**src/rtl/bh_run_ctrl_pkg.sv**
```systemverilog
// Shared definitions for the BrainHack run controller: default system widths and FSM state encoding.
package bh_run_ctrl_pkg;

  localparam int BH_TAPE_ADDR_W = 8;
  localparam int BH_TAPE_DATA_W = 8;
  localparam int BH_PRG_ADDR_W  = 8;
  localparam int BH_INSTR_W     = 4;
  localparam int BH_CYC_W       = 16;

  typedef enum logic [2:0] {
    ST_IDLE    = 3'd0,
    ST_CLEAR   = 3'd1,
    ST_PRELOAD = 3'd2,
    ST_LOAD    = 3'd3,
    ST_RUN     = 3'd4,
    ST_DONE    = 3'd5
  } state_e;

endpackage

```
**src/rtl/bh_sat_counter.sv**
```systemverilog
// Up-counter with synchronous clear that sticks at all-ones instead of wrapping.
module bh_sat_counter #(
  parameter int WIDTH = 16
) (
  input  logic             i_clock,
  input  logic             i_reset_n,
  input  logic             i_clear,
  input  logic             i_en,
  output logic [WIDTH-1:0] o_count
);

  logic [WIDTH-1:0] r_count;

  // NOTE: clocked state uses non-blocking assignments so every flop samples pre-edge values.
  always_ff @(posedge i_clock or negedge i_reset_n) begin
    if (!i_reset_n) begin
      r_count <= '0;
    end else if (i_clear) begin
      r_count <= '0;
    end else if (i_en && (r_count != '1)) begin
      r_count <= r_count + 1'b1;
    end
  end

  assign o_count = r_count;

endmodule

```
**src/rtl/bh_run_ctrl.sv**
```systemverilog
// BrainHack run controller: clears tape, loads program words, runs the core until halt or budget.
// Optional tape preload phase is enabled by defining BH_TAPE_PRELOAD_EN.
module bh_run_ctrl
  import bh_run_ctrl_pkg::*;
#(
  parameter int TAPE_ADDR_W = BH_TAPE_ADDR_W,
  parameter int TAPE_DATA_W = BH_TAPE_DATA_W,
  parameter int PRG_ADDR_W  = BH_PRG_ADDR_W,
  parameter int INSTR_W     = BH_INSTR_W,
  parameter int CYC_W       = BH_CYC_W
) (
  input  logic                   i_clock,
  input  logic                   i_reset_n,
  input  logic                   i_start,
  input  logic [CYC_W-1:0]       i_cycle_limit,
  input  logic                   i_prg_valid,
  output logic                   o_prg_ready,
  input  logic [INSTR_W-1:0]     i_prg_data,
  input  logic                   i_prg_last,
  output logic                   o_prg_we,
  output logic [PRG_ADDR_W-1:0]  o_prg_addr,
  output logic [INSTR_W-1:0]     o_prg_wdata,
  output logic                   o_tape_we,
  output logic [TAPE_ADDR_W-1:0] o_tape_addr,
  output logic [TAPE_DATA_W-1:0] o_tape_wdata,
`ifdef BH_TAPE_PRELOAD_EN
  input  logic                   i_tape_valid,
  output logic                   o_tape_ready,
  input  logic [TAPE_DATA_W-1:0] i_tape_data,
  input  logic                   i_tape_last,
`endif
  input  logic                   i_core_halt,
  output logic                   o_core_run,
  output logic                   o_busy,
  output logic                   o_done,
  output logic                   o_timeout,
  output logic [PRG_ADDR_W:0]    o_prg_len,
  output logic [CYC_W-1:0]       o_cycles
);

  state_e                 r_state;
  state_e                 w_next;
  logic [TAPE_ADDR_W-1:0] r_tape_cnt;
  logic [PRG_ADDR_W:0]    r_prg_cnt;
  logic [CYC_W-1:0]       r_limit;
  logic                   r_timeout;
  logic [CYC_W-1:0]       w_cycles;

  logic w_start;
  logic w_clear_last;
  logic w_tape_step;
  logic w_prg_hs;
  logic w_prg_full;
  logic w_load_exit;
  logic w_halt;
  logic w_budget;

  assign w_start      = i_start && ((r_state == ST_IDLE) || (r_state == ST_DONE));
  assign w_clear_last = (r_state == ST_CLEAR) && (r_tape_cnt == '1);

  // Program counter carries one extra bit so a full memory reads back as length 2^PRG_ADDR_W.
  assign w_prg_hs    = (r_state == ST_LOAD) && !r_prg_cnt[PRG_ADDR_W] && i_prg_valid;
  assign w_prg_full  = (r_prg_cnt[PRG_ADDR_W-1:0] == '1);
  assign w_load_exit = w_prg_hs && (i_prg_last || w_prg_full);

  assign w_halt   = (r_state == ST_RUN) && i_core_halt;
  assign w_budget = (r_state == ST_RUN) && (r_limit != '0) &&
                    ((w_cycles + CYC_W'(1)) == r_limit);

`ifdef BH_TAPE_PRELOAD_EN
  logic r_pre_first;
  logic w_tape_hs;
  logic w_pre_exit;

  assign w_tape_hs   = (r_state == ST_PRELOAD) && i_tape_valid;
  assign w_pre_exit  = (w_tape_hs && (i_tape_last || (r_tape_cnt == '1))) ||
                       (r_pre_first && i_tape_last && !i_tape_valid);
  assign w_tape_step = (r_state == ST_CLEAR) || w_tape_hs;

  // Only the very first PRELOAD cycle may skip preload with a bare last.
  always_ff @(posedge i_clock or negedge i_reset_n) begin
    if (!i_reset_n) begin
      r_pre_first <= 1'b0;
    end else begin
      r_pre_first <= w_clear_last;
    end
  end
`else
  assign w_tape_step = (r_state == ST_CLEAR);
`endif

  always_ff @(posedge i_clock or negedge i_reset_n) begin
    if (!i_reset_n) begin
      r_state <= ST_IDLE;
    end else begin
      r_state <= w_next;
    end
  end

  // NOTE: every combinational output gets a default first so no path leaves a latch behind.
  always_comb begin
    w_next = r_state;
    case (r_state)
      ST_IDLE, ST_DONE: if (i_start)      w_next = ST_CLEAR;
`ifdef BH_TAPE_PRELOAD_EN
      ST_CLEAR:         if (w_clear_last) w_next = ST_PRELOAD;
      ST_PRELOAD:       if (w_pre_exit)   w_next = ST_LOAD;
`else
      ST_CLEAR:         if (w_clear_last) w_next = ST_LOAD;
`endif
      ST_LOAD:          if (w_load_exit)  w_next = ST_RUN;
      ST_RUN:           if (w_halt || w_budget) w_next = ST_DONE;
      default:          w_next = ST_IDLE;
    endcase
  end

  // NOTE: only control registers are reset; tape and program memories keep their contents.
  always_ff @(posedge i_clock or negedge i_reset_n) begin
    if (!i_reset_n) begin
      r_tape_cnt <= '0;
      r_prg_cnt  <= '0;
      r_limit    <= '0;
      r_timeout  <= 1'b0;
    end else begin
      if (w_start) begin
        r_tape_cnt <= '0;
        r_prg_cnt  <= '0;
        r_timeout  <= 1'b0;
      end else begin
        if (w_tape_step) r_tape_cnt <= r_tape_cnt + 1'b1;
        if (w_prg_hs)    r_prg_cnt  <= r_prg_cnt + 1'b1;
        if (w_budget && !w_halt) r_timeout <= 1'b1;
      end
      if (w_load_exit) r_limit <= i_cycle_limit;
    end
  end

  bh_sat_counter #(
    .WIDTH (CYC_W)
  ) u_cycle_cnt (
    .i_clock   (i_clock),
    .i_reset_n (i_reset_n),
    .i_clear   (w_start),
    .i_en      (r_state == ST_RUN),
    .o_count   (w_cycles)
  );

  always_comb begin
    o_prg_ready  = 1'b0;
    o_prg_we     = 1'b0;
    o_prg_addr   = '0;
    o_prg_wdata  = '0;
    o_tape_we    = 1'b0;
    o_tape_addr  = '0;
    o_tape_wdata = '0;
    o_core_run   = 1'b0;
    o_busy       = 1'b0;
    o_done       = 1'b0;
`ifdef BH_TAPE_PRELOAD_EN
    o_tape_ready = 1'b0;
`endif
    case (r_state)
      ST_CLEAR: begin
        o_busy      = 1'b1;
        o_tape_we   = 1'b1;
        o_tape_addr = r_tape_cnt;
      end
`ifdef BH_TAPE_PRELOAD_EN
      ST_PRELOAD: begin
        o_busy       = 1'b1;
        o_tape_ready = 1'b1;
        if (w_tape_hs) begin
          o_tape_we    = 1'b1;
          o_tape_addr  = r_tape_cnt;
          o_tape_wdata = i_tape_data;
        end
      end
`endif
      ST_LOAD: begin
        o_busy      = 1'b1;
        o_prg_ready = !r_prg_cnt[PRG_ADDR_W];
        if (w_prg_hs) begin
          o_prg_we    = 1'b1;
          o_prg_addr  = r_prg_cnt[PRG_ADDR_W-1:0];
          o_prg_wdata = i_prg_data;
        end
      end
      ST_RUN: begin
        o_busy     = 1'b1;
        o_core_run = 1'b1;
      end
      ST_DONE: o_done = 1'b1;
      default: ;
    endcase
  end

  assign o_timeout = r_timeout;
  assign o_prg_len = r_prg_cnt;
  assign o_cycles  = w_cycles;

endmodule
```
**config.mk**
```make
export PLATFORM = sky130hd
export DESIGN_NAME = bh_run_ctrl
export DESIGN_NICKNAME = d
export VERILOG_FILES = /design/src/rtl/bh_run_ctrl_pkg.sv /design/src/rtl/bh_sat_counter.sv /design/src/rtl/bh_run_ctrl.sv
export SDC_FILE = /design/constraint.sdc
export NUM_CORES = 1
export LEC_CHECK = 0
export CAP_MARGIN = 20
export CORE_MARGIN = 4
export CORE_UTILIZATION = 53
export DETAILED_ROUTE_END_ITERATION = 10
export PLACE_DENSITY = 0.95
export SETUP_SLACK_MARGIN = 0.4
export SLEW_MARGIN = 20
export SYNTH_ARGS = -nofsm -noshare
export SYNTH_HDL_FRONTEND = slang
export SYNTH_SLANG_ARGS = --single-unit
```
**constraint.sdc**
```tcl
create_clock -name i_clock -period 3.2 [get_ports i_clock]
set_clock_uncertainty 0.05 [all_clocks]
set_input_delay 0.48 -clock i_clock [delete_from_list [all_inputs] [get_ports i_clock]]
set_output_delay 0.48 -clock i_clock [all_outputs]
set_load 0.02 [all_outputs]
```
==> flow_summary_export.csv <==
group,metric,value,unit
outcome,status,"finished, final reports clean",
cts,cts_sinks,53,
cts,cts_buffers,5,
critical_path,cp_max_fo,14,
layout,layout.nets,439,
logic_synthesis,synth_warnings,0,
logic_synthesis,synth_cell_type_count,60,
critical_path,critical_path_class,"reg2out",
floorplanning,die_w,86.8,um
timing,min_period,2710,ps
logic_synthesis,netlist_top_cells_area,"dfrtp_1, xor2_1, xnor2_1, and3_1, mux2_2",
layout,syn_to_final_growth,25.8,%
floorplanning,io_pins,86,
global_route,grt_pass1_vias,3024,
placed_design,gp_congestion,0.899,
timing,final-hold-violation-count,0,
logic_synthesis,ys_seq_area_share,40.3,%
timing,period_share,84.7,%
drt,drcViolationCount,0,
critical_path,end_kind,"output pin",
layout,fillCellCount,438,
floorplanning,core,5990,um^2
global_route,grt_max_degree,31,
logic_synthesis,synth.top_cell.area_share,40.3,%
floorplanning,initial_core_util,55.0,%
timing,hold_ws,77.3,ps
logic_synthesis,synth_edf_count,0,
logic_synthesis,yosys_register_bits,53,
critical_path,arrival,2180,ps
drt,drt_wl_total,8360,um
pwr,p_leak,1.76,nW
logic_synthesis,synth_common_cells,"dfrtp_1, nor2_1, and3_1, xor2_1, xnor2_1",
global_route,grt_overflow,0,
global_route,grtUsageTotal,23.6,%
timing,tns,0,ps
timing,tightestPinTransition,516,ps
timing,fmax,0.369,GHz
timing,slew_headroom,65.6,%
cts,max-clock-path-buffers,2,
worst_hold_path,min_path_type,"in2async",
cts,post_cts_resize_count,1,
placed_design,hpwlAfterDp,5960,um
floorplanning,num_rows,28,
logic_synthesis,post-synth-top-count-cell,"dfrtp_1",
timing,drv_slew,0,
logic_synthesis,synth_area,3290,um^2
cts,insertion_delay,320,ps
layout,fin_util,69.2,%
logic_synthesis,ys.flop_type,"dfrtp_1",
drt,ant_nets,0,
layout,drive_above_1_share,8.54,%
pwr,power.total,3.65,mW
cts,htree_levels,2,
drt,vias,2896,
floorplanning,dieArea,7540,um^2
floorplanning,die_y,86.8,um
drt,drtIter0Drc,238,
global_route,grt_pass1_wl,14100,um
timing,grt_setup_unrepaired,"false",
drt,wl_per_cell,17.2,um
drt,drtPass1Iterations,4,
logic_synthesis,syn_inst,345,
layout,multi_input_area,1790,um^2
layout,ff_latch_area,1330,um^2
critical_path,crit_required,2670,ps
pwr,ir_drop,0.727,mV
logic_synthesis,synth.avg_cell_area,9.55,um^2
cts,ctsRootBufferMaster,"clkbuf_8",
logic_synthesis,synth_top_cell_by_area,"dfrtp_1",
job,maxCapViolCount,0,
cts,hold_buffers,0,
drt,vias_per_cell,5.97,
logic_synthesis,synthArstFlopShare,100,%
timing,setup_viol,0,
cts,path_clk_slew,100,ps
cts,cts_tree,"done",
critical_path,worstSetupStartpointType,"flop",
cts,post_cts_buffers,0,
pwr,powerDensity,881,nW/um^2
placed_design,port_buffers,77,
layout,n_antenna_cell,0,
global_route,antenna_found_initial,0,
[placed cells by master (no fill, tap or decap), drive strengths merged, types with 12 or more instances in the layout]
cell type	count
nor2	30
clkdlybuf4s50	76
xor2	17
o21ai	25
xnor2	15
and3	20
nand2	12
nand4	13
dfrtp	53
mux2	17
[power by group]
| part | switching [mW] | internal, mW | leakage [nW] |
|---|---|---|---|
| registers | 0.457 | 0.938 | 0.668 |
| logic | 0.906 | 0.895 | 1.04 |
| clock network | 0.225 | 0.232 | 0.0546 |
[flip-flops by register name, indices dropped and copies added, names as in the netlist]
signal / flops
r_limit: 16
u_cycle_cnt.o_count: 16
o_prg_len: 9
r_tape_cnt: 8
r_state: 3
o_timeout: 1
[area by class of cell]
cell class              instances  area share, %
well taps                      75           2.26
flip-flops and latches         53           32.0
inverters                       6          0.543
repair buffers                 82           19.4
multi-input cells             262           43.2
clock buffers                   5           1.66
clock inverters                 2          0.936
[routing by layer]
metal  global-route usage [%]  wire [um]  vias up
li1                         -          -     1349
met1                     30.1       3510     1378
met2                     36.9       3930      144
met3                     7.70        747       25
met4                     9.49        178        0
met5                        0          0        -
[worst max-delay path, stage by stage (launching register included)]
cell             delay [ps]
dfrtp_1                 490
and4bb_4                450
and2_1                  270
clkdlybuf4s50_1         650
[logic make-up after synthesis]
family / Yosys count / synth area share (%)
buffers and inverters: 37 / 6.30
adders and majority gates: 3 / 1.14
AOI/OAI and AO/OA: 59 / 12.1
DFF: 53 / 40.3
other: 1 / 0.114
xor gates and xnor gates: 32 / 8.51
muxes: 22 / 7.33
and+or+nand+nor: 138 / 24.2
[through the flow]
stage | setup slack (ps) | instance area, um^2 | instances
floorplan | 922 | 3320 | 352
global placement | 659 | 4030 | 478
detailed placement | 618 | 4030 | 478
CTS | 468 | 4140 | 485
global route | 413 | 4150 | 485
finish | 491 | 4150 | 485
[worst paths after layout]
| kind | from | end | slack (ps) | depth (start not counted) |
|---|---|---|---|---|
| worst max-delay path | r_state[2] | o_prg_we | 490 | 3 |
| worst min-delay path | i_reset_n | o_prg_len[0] | 80 | 1 |
| worst max register to register | u_cycle_cnt.o_count[0] | o_timeout | 720 | 7 |
| worst min register to register | r_limit[15] | r_limit[15] | 510 | 1 |
| max in group asynchronous | i_reset_n | r_tape_cnt[7] | 2250 | 2 |
| min in group i_clock | r_limit[15] | r_limit[15] | 510 | 1 |
Power figures use the tool's default switching activity.
